### config.mk
export PLATFORM = sky130hd
export DESIGN_NAME = fpu8_op_sequencer
export DESIGN_NICKNAME = d
export VERILOG_FILES = /design/src/rtl/fpu8_op_sequencer.sv
export SDC_FILE = /design/constraint.sdc
export NUM_CORES = 1
export LEC_CHECK = 0
export CAP_MARGIN = 20
export CORE_MARGIN = 4
export CORE_UTILIZATION = 42
export DETAILED_ROUTE_END_ITERATION = 6
export GPL_ROUTABILITY_DRIVEN = 0
export PLACE_DENSITY_LB_ADDON = 0.05
export SYNTH_ARGS = -nofsm -noshare
export SYNTH_HDL_FRONTEND = slang
export SYNTH_SLANG_ARGS = --single-unit
### constraint.sdc
create_clock -name i_clk -period 3.7 [get_ports i_clk]
set_input_delay 1.11 -clock i_clk [delete_from_list [all_inputs] [get_ports i_clk]]
set_output_delay 1.11 -clock i_clk [all_outputs]
set_load 0.02 [all_outputs]
### src/rtl/fpu8_op_sequencer.sv
// Two-requester front end for a shared 8-bit FP core: round-robin grant, operand
// capture, exception screening, core start/done sequencing with timeout, tagged response.
module fpu8_op_sequencer #(
  parameter logic [7:0] QNAN           = 8'h7F,
  parameter int         TIMEOUT_CYCLES = 15,
  parameter int         CNT_W          = 4
) (
  input  logic       i_clk,
  input  logic       i_rst_n,
  input  logic       i_req0_valid,
  output logic       o_req0_ready,
  input  logic [1:0] i_req0_op,
  input  logic [7:0] i_req0_a,
  input  logic [7:0] i_req0_b,
  input  logic       i_req1_valid,
  output logic       o_req1_ready,
  input  logic [1:0] i_req1_op,
  input  logic [7:0] i_req1_a,
  input  logic [7:0] i_req1_b,
  output logic [1:0] o_exc_op,
  output logic [7:0] o_exc_a,
  output logic [7:0] o_exc_b,
  input  logic       i_exc_flag,
  output logic       o_core_start,
  output logic [1:0] o_core_op,
  output logic [7:0] o_core_a,
  output logic [7:0] o_core_b,
  input  logic       i_core_done,
  input  logic [7:0] i_core_result,
  output logic       o_rsp_valid,
  input  logic       i_rsp_ready,
  output logic       o_rsp_id,
  output logic [7:0] o_rsp_result,
  output logic       o_rsp_exc,
  output logic       o_rsp_timeout
);

  localparam logic [1:0] OP_ADD = 2'b00;
  localparam logic [1:0] OP_SUB = 2'b01;
  localparam logic [1:0] OP_MUL = 2'b10;
  localparam logic [CNT_W-1:0] CNT_LAST = CNT_W'(TIMEOUT_CYCLES - 1);

  typedef enum logic [2:0] {S_IDLE, S_CHECK, S_EXEC, S_WAIT, S_RESP} state_t;

  state_t r_state, w_next;

  logic [1:0]            w_req_valid;
  logic [1:0][1:0]       w_req_op;
  logic [1:0][7:0]       w_req_a, w_req_b;
  logic                  w_grant_vld, w_grant_id, w_hs, w_op_ok, w_reject, w_timeout;

  logic [1:0]            r_op;
  logic [7:0]            r_a, r_b;
  logic                  r_id, r_last;
  logic [CNT_W-1:0]      r_cnt;
  logic [7:0]            r_rsp_result;
  logic                  r_rsp_exc, r_rsp_timeout;

  assign w_req_valid = {i_req1_valid, i_req0_valid};
  assign w_req_op    = {i_req1_op, i_req0_op};
  assign w_req_a     = {i_req1_a, i_req0_a};
  assign w_req_b     = {i_req1_b, i_req0_b};

  // On a tie the requester that did not win last time gets the grant.
  always_comb begin
    w_grant_vld = |w_req_valid;
    w_grant_id  = 1'b0;
    if (&w_req_valid)        w_grant_id = ~r_last;
    else if (w_req_valid[1]) w_grant_id = 1'b1;
  end

  assign w_hs      = (r_state == S_IDLE) && w_grant_vld;
  assign w_op_ok   = (r_op == OP_ADD) || (r_op == OP_SUB) || (r_op == OP_MUL);
  assign w_reject  = i_exc_flag || !w_op_ok;
  assign w_timeout = (r_cnt == CNT_LAST);

  always_ff @(posedge i_clk) begin
    if (!i_rst_n) r_state <= S_IDLE;
    else          r_state <= w_next;
  end

  always_comb begin
    w_next = r_state;
    case (r_state)
      S_IDLE:  if (w_grant_vld) w_next = S_CHECK;
      S_CHECK: w_next = w_reject ? S_RESP : S_EXEC;
      S_EXEC:  w_next = S_WAIT;
      S_WAIT:  if (i_core_done || w_timeout) w_next = S_RESP;
      S_RESP:  if (i_rsp_ready) w_next = S_IDLE;
      default: w_next = S_IDLE;
    endcase
  end

  always_comb begin
    o_req0_ready = 1'b0;
    o_req1_ready = 1'b0;
    o_core_start = 1'b0;
    o_rsp_valid  = 1'b0;
    case (r_state)
      S_IDLE: begin
        o_req0_ready = w_grant_vld && !w_grant_id;
        o_req1_ready = w_grant_vld &&  w_grant_id;
      end
      S_EXEC:  o_core_start = 1'b1;
      S_RESP:  o_rsp_valid  = 1'b1;
      default: ;
    endcase
  end

  // Operand, response and arbitration state; a mid-operation reset drops everything.
  always_ff @(posedge i_clk) begin
    if (!i_rst_n) begin
      r_op          <= '0;
      r_a           <= '0;
      r_b           <= '0;
      r_id          <= 1'b0;
      r_last        <= 1'b1;
      r_cnt         <= '0;
      r_rsp_result  <= '0;
      r_rsp_exc     <= 1'b0;
      r_rsp_timeout <= 1'b0;
    end else begin
      if (w_hs) begin
        r_op <= w_req_op[w_grant_id];
        r_a  <= w_req_a[w_grant_id];
        r_b  <= w_req_b[w_grant_id];
        r_id <= w_grant_id;
      end
      case (r_state)
        S_CHECK: if (w_reject) begin
          r_rsp_result  <= QNAN;
          r_rsp_exc     <= 1'b1;
          r_rsp_timeout <= 1'b0;
        end
        S_EXEC: r_cnt <= '0;
        S_WAIT: begin
          r_cnt <= r_cnt + 1'b1;
          // A done landing on the final wait cycle still wins over the timeout.
          if (i_core_done) begin
            r_rsp_result  <= i_core_result;
            r_rsp_exc     <= 1'b0;
            r_rsp_timeout <= 1'b0;
          end else if (w_timeout) begin
            r_rsp_result  <= QNAN;
            r_rsp_exc     <= 1'b0;
            r_rsp_timeout <= 1'b1;
          end
        end
        S_RESP: if (i_rsp_ready) r_last <= r_id;
        default: ;
      endcase
    end
  end

  assign o_exc_op      = r_op;
  assign o_exc_a       = r_a;
  assign o_exc_b       = r_b;
  assign o_core_op     = r_op;
  assign o_core_a      = r_a;
  assign o_core_b      = r_b;
  assign o_rsp_id      = r_id;
  assign o_rsp_result  = r_rsp_result;
  assign o_rsp_exc     = r_rsp_exc;
  assign o_rsp_timeout = r_rsp_timeout;

endmodule
==> tab_implementation.tex <==
\begin{tabular}{lr}
\hline
Metric & Value \\
\hline
\multicolumn{2}{l}{\textbf{Run status}} \\
Result of the run & finished clean \\
\multicolumn{2}{l}{\textbf{Logic synthesis}} \\
Number of unique standard cell types used by synthesis & 42 \\
Fraction of registers with async set or reset after synthesis & 0\% \\
Dominant combinational cell family by area after synthesis & compound AO/OA/AOI/OAI gates \\
Count of warnings emitted by yosys & 0 \\
Basic-gate share of the synthesized area counting and, or, nand and nor cells & 16.6\% \\
Adder-cell share of the synthesized area & 1.35\% \\
Average instance area after synthesis & 9.37 um\^{}2 \\
Leading register cell type out of synthesis & sky130\_fd\_sc\_hd\_\_dfxtp\_1 \\
Sequential element share of the synthesized area & 39.9\% \\
Dominant cells by area after synthesis & sky130\_fd\_sc\_hd\_\_dfxtp\_1, sky130\_fd\_sc\_hd\_\_a221o\_1, sky130\_fd\_sc\_hd\_\_buf\_4, sky130\_fd\_sc\_hd\_\_a21oi\_1, sky130\_fd\_sc\_hd\_\_nand2\_1 \\
Parity-gate share of the synthesized area counting xor and xnor cells & 0\% \\
EDFF count, synth & 0 \\
Top cell type's share of synthesized area & 39.9\% \\
Cell area after technology mapping & 1860 um\^{}2 \\
Number of nets produced by synthesis & 251 \\
Complex-gate fraction of the synthesized area & 28.4\% \\
Post-synthesis mux area share & 0.539\% \\
Cell taking the most area after synthesis & sky130\_fd\_sc\_hd\_\_dfxtp\_1 \\
Post-synthesis register bit count & 37 \\
Count of mapped cells out of synthesis & 198 \\
\multicolumn{2}{l}{\textbf{Worst setup path}} \\
Type of the worst setup path & in -> out \\
Required @ worst endpoint & 2590 ps \\
Worst Path Max Fanout & 6 \\
Setup crit start kind & input port \\
Worst setup EP type & output port \\
Critical Path AT & 2510 ps \\
\multicolumn{2}{l}{\textbf{Floorplanning}} \\
Cell row count & 23 \\
Die width & 74.5 um \\
Floorplan core area & 4140 um\^{}2 \\
Top-Level Pins & 102 \\
Initial core utilization & 44.8\% \\
Die outline area & 5550 um\^{}2 \\
Die height & 74.5 um \\
\multicolumn{2}{l}{\textbf{Drt}} \\
Via/cell ratio & 5.53 \\
DR pass1 iterations & 4 \\
Total length of routed wires & 5.21 mm \\
Total DRC errors in the routed layout & 0 \\
DR vias & 1,802 \\
Average detailed-routed wire length per instance & 16.0 um \\
Detailed Route Iter0 Violations & 100 \\
Final ANT Viol Nets & 0 \\
\multicolumn{2}{l}{\textbf{STA}} \\
Pin slew with the least headroom to its limit & 697 ps \\
Final-layout setup total negative slack & 0 ps \\
Max-slew headroom at the worst pin & 53.5\% \\
Final Critical Period & 3620 ps \\
Setup Skew & 4.82 ps \\
FMAX & 277 MHz \\
Setup repair after global routing missed its margin & no \\
Setup-violating endpoint count in the final report & 0 \\
Final clock period utilization by the worst path & 97.7\% \\
Final Hold Violating Endpoints & 0 \\
Final Max Tran Viols & 0 \\
\multicolumn{2}{l}{\textbf{Cells and area}} \\
Layout cell share with drive strength beyond 1 & 5.80\% \\
Antenna diode count & 0 \\
Post-layout util & 68.2\% \\
Final Instance Area & 2830 um\^{}2 \\
Net count reported at finish & 328 \\
Area growth from synthesis to final layout & 52.3\% \\
\multicolumn{2}{l}{\textbf{Global route}} \\
Pin count of the biggest net entering global routing & 30 \\
Via count of the first global-routing pass & 1,687 \\
Total routing usage reported by global routing & 17.9\% \\
Antenna violations before repair & 0 \\
Total congestion overflow after global routing & 0 \\
Global-route wire length before repair & 7.78 mm \\
\multicolumn{2}{l}{\textbf{Pwr}} \\
Peak ir drop on the vdd network & 0.293 mV \\
Power Dens Cells & 466 nW/um\^{}2 \\
Reported leakage power & 1.03 nW \\
\multicolumn{2}{l}{\textbf{Min path}} \\
Type of the worst min-delay path & reg -> reg \\
\multicolumn{2}{l}{\textbf{CTS}} \\
Number of cells upsized or downsized after cts & 0 \\
Clock transition at the registers of the reported paths & 80 ps \\
Hold-fix buffers, CTS & 0 \\
Clock Path Buffers & 2 \\
Latest clock arrival within the worst-skew pair & 290 ps \\
Number of sinks on the clock net & 37 \\
Root buf cell & sky130\_fd\_sc\_hd\_\_clkbuf\_8 \\
CTS tree & yes \\
H-tree levels & 2 \\
CTS Buf Count & 5 \\
Setup Buffers After CTS & 0 \\
\multicolumn{2}{l}{\textbf{Placement}} \\
Placed cell area & 2710 um\^{}2 \\
DP HPWL & 3.73 mm \\
Count of buffers from port buffering & 101 \\
\multicolumn{2}{l}{\textbf{Flow run}} \\
Max\_cap viols & 0 \\
\hline
\end{tabular}
[registers in the layout (all words and copies together), names as in the netlist]
register,count
r_cnt,4
o_rsp_result,8
o_core_a,8
o_core_b,8
o_rsp_id,1
o_rsp_exc,1
r_state,3
o_core_op,2
o_rsp_timeout,1
r_last,1
[Yosys cell counts, types with 3 or more instances]
cell type / n
sky130_fd_sc_hd__dfxtp_1: 37
sky130_fd_sc_hd__nand2_1: 28
sky130_fd_sc_hd__a21oi_1: 25
sky130_fd_sc_hd__buf_4: 20
sky130_fd_sc_hd__a221o_1: 18
sky130_fd_sc_hd__buf_2: 7
sky130_fd_sc_hd__o221a_1: 7
sky130_fd_sc_hd__nand2b_1: 5
sky130_fd_sc_hd__buf_6: 4
sky130_fd_sc_hd__nor2_1: 4
sky130_fd_sc_hd__nor2b_1: 3
[area by class of cell]
cell class,count,area [um^2]
well taps,50,62.6
clock inverters,2,37.5
inverters,2,7.51
multi-input cells,126,870
fillers,357,1320
repair buffers,103,1030
flip-flops and latches,37,741
clock buffers,6,82.6
[power breakdown]
part	internal [W]	switching, W	leakage [nW]
Clock	0.000219	0.000151	0.0574
Combinational	0.000237	0.000216	0.668
Sequential	0.000446	0.0000482	0.303
[layer usage]
metal | GRT usage, % | share of wire (%)
met3 | 5.95 | 9.2
met1 | 24.1 | 44
met2 | 27.9 | 46
met4 | 4.15 | 0.84
met5 | 0 | 0
[kinds of logic (layout without fill, tap and decap cells)]
| logic type | Yosys count | in the layout |
|---|---|---|
| adders and majority gates | 2 | 2 |
| DFF | 37 | 37 |
| and+or+nand+nor | 58 | 58 |
| buffers and inverters | 35 | 113 |
| AOI/OAI and AO/OA | 65 | 65 |
| muxes | 1 | 1 |
[final timing paths]
path	start	endpoint	slack, ps	cells after the start
worst max-delay path	i_req0_valid	o_req1_ready	80	4
worst min-delay path	o_rsp_timeout$_SDFFE_PN0P_	o_rsp_timeout$_SDFFE_PN0P_	470	1
worst max register to register	r_state[2]$_SDFFE_PN0P_	o_core_b[2]$_SDFFE_PN0P_	1670	4
worst min register to register	o_rsp_timeout$_SDFFE_PN0P_	o_rsp_timeout$_SDFFE_PN0P_	470	1
[placed cells by master (no fill, tap or decap), types with 2 or more instances in the layout]
cell,n
sky130_fd_sc_hd__a211oi_2,2
sky130_fd_sc_hd__a21oi_1,25
sky130_fd_sc_hd__a221o_1,18
sky130_fd_sc_hd__and3_1,2
sky130_fd_sc_hd__and4_1,2
sky130_fd_sc_hd__buf_4,2
sky130_fd_sc_hd__clkbuf_8,6
sky130_fd_sc_hd__clkdlybuf4s50_1,101
sky130_fd_sc_hd__dfxtp_1,37
sky130_fd_sc_hd__ha_1,2
sky130_fd_sc_hd__inv_1,2
sky130_fd_sc_hd__nand2_1,28
sky130_fd_sc_hd__nand2b_1,5
sky130_fd_sc_hd__nand3_1,2
sky130_fd_sc_hd__nor2_1,4
sky130_fd_sc_hd__nor2b_1,3
sky130_fd_sc_hd__nor3_1,2
sky130_fd_sc_hd__o21a_1,2
sky130_fd_sc_hd__o221a_1,7
sky130_fd_sc_hd__o22ai_1,2
[critical path: stages]
cell	delay (ps)
sky130_fd_sc_hd__clkdlybuf4s50_1	480
sky130_fd_sc_hd__nand2_1	110
sky130_fd_sc_hd__and3_1	190
sky130_fd_sc_hd__clkdlybuf4s50_1	610
[metrics by stage]
step	power (W)	worst slack, ps	instances	hold slack (ps)
2_1_floorplan	0.000773	1150	198	454
5_1_grt	0.00138	24.6	326	486
3_5_place_dp	0.000957	105	318	453
4_1_cts	0.00133	91.8	326	472
6_report	0.00132	84.3	326	469
3_3_place_gp	0.000953	129	318	449
Power figures use the tool's default switching activity.
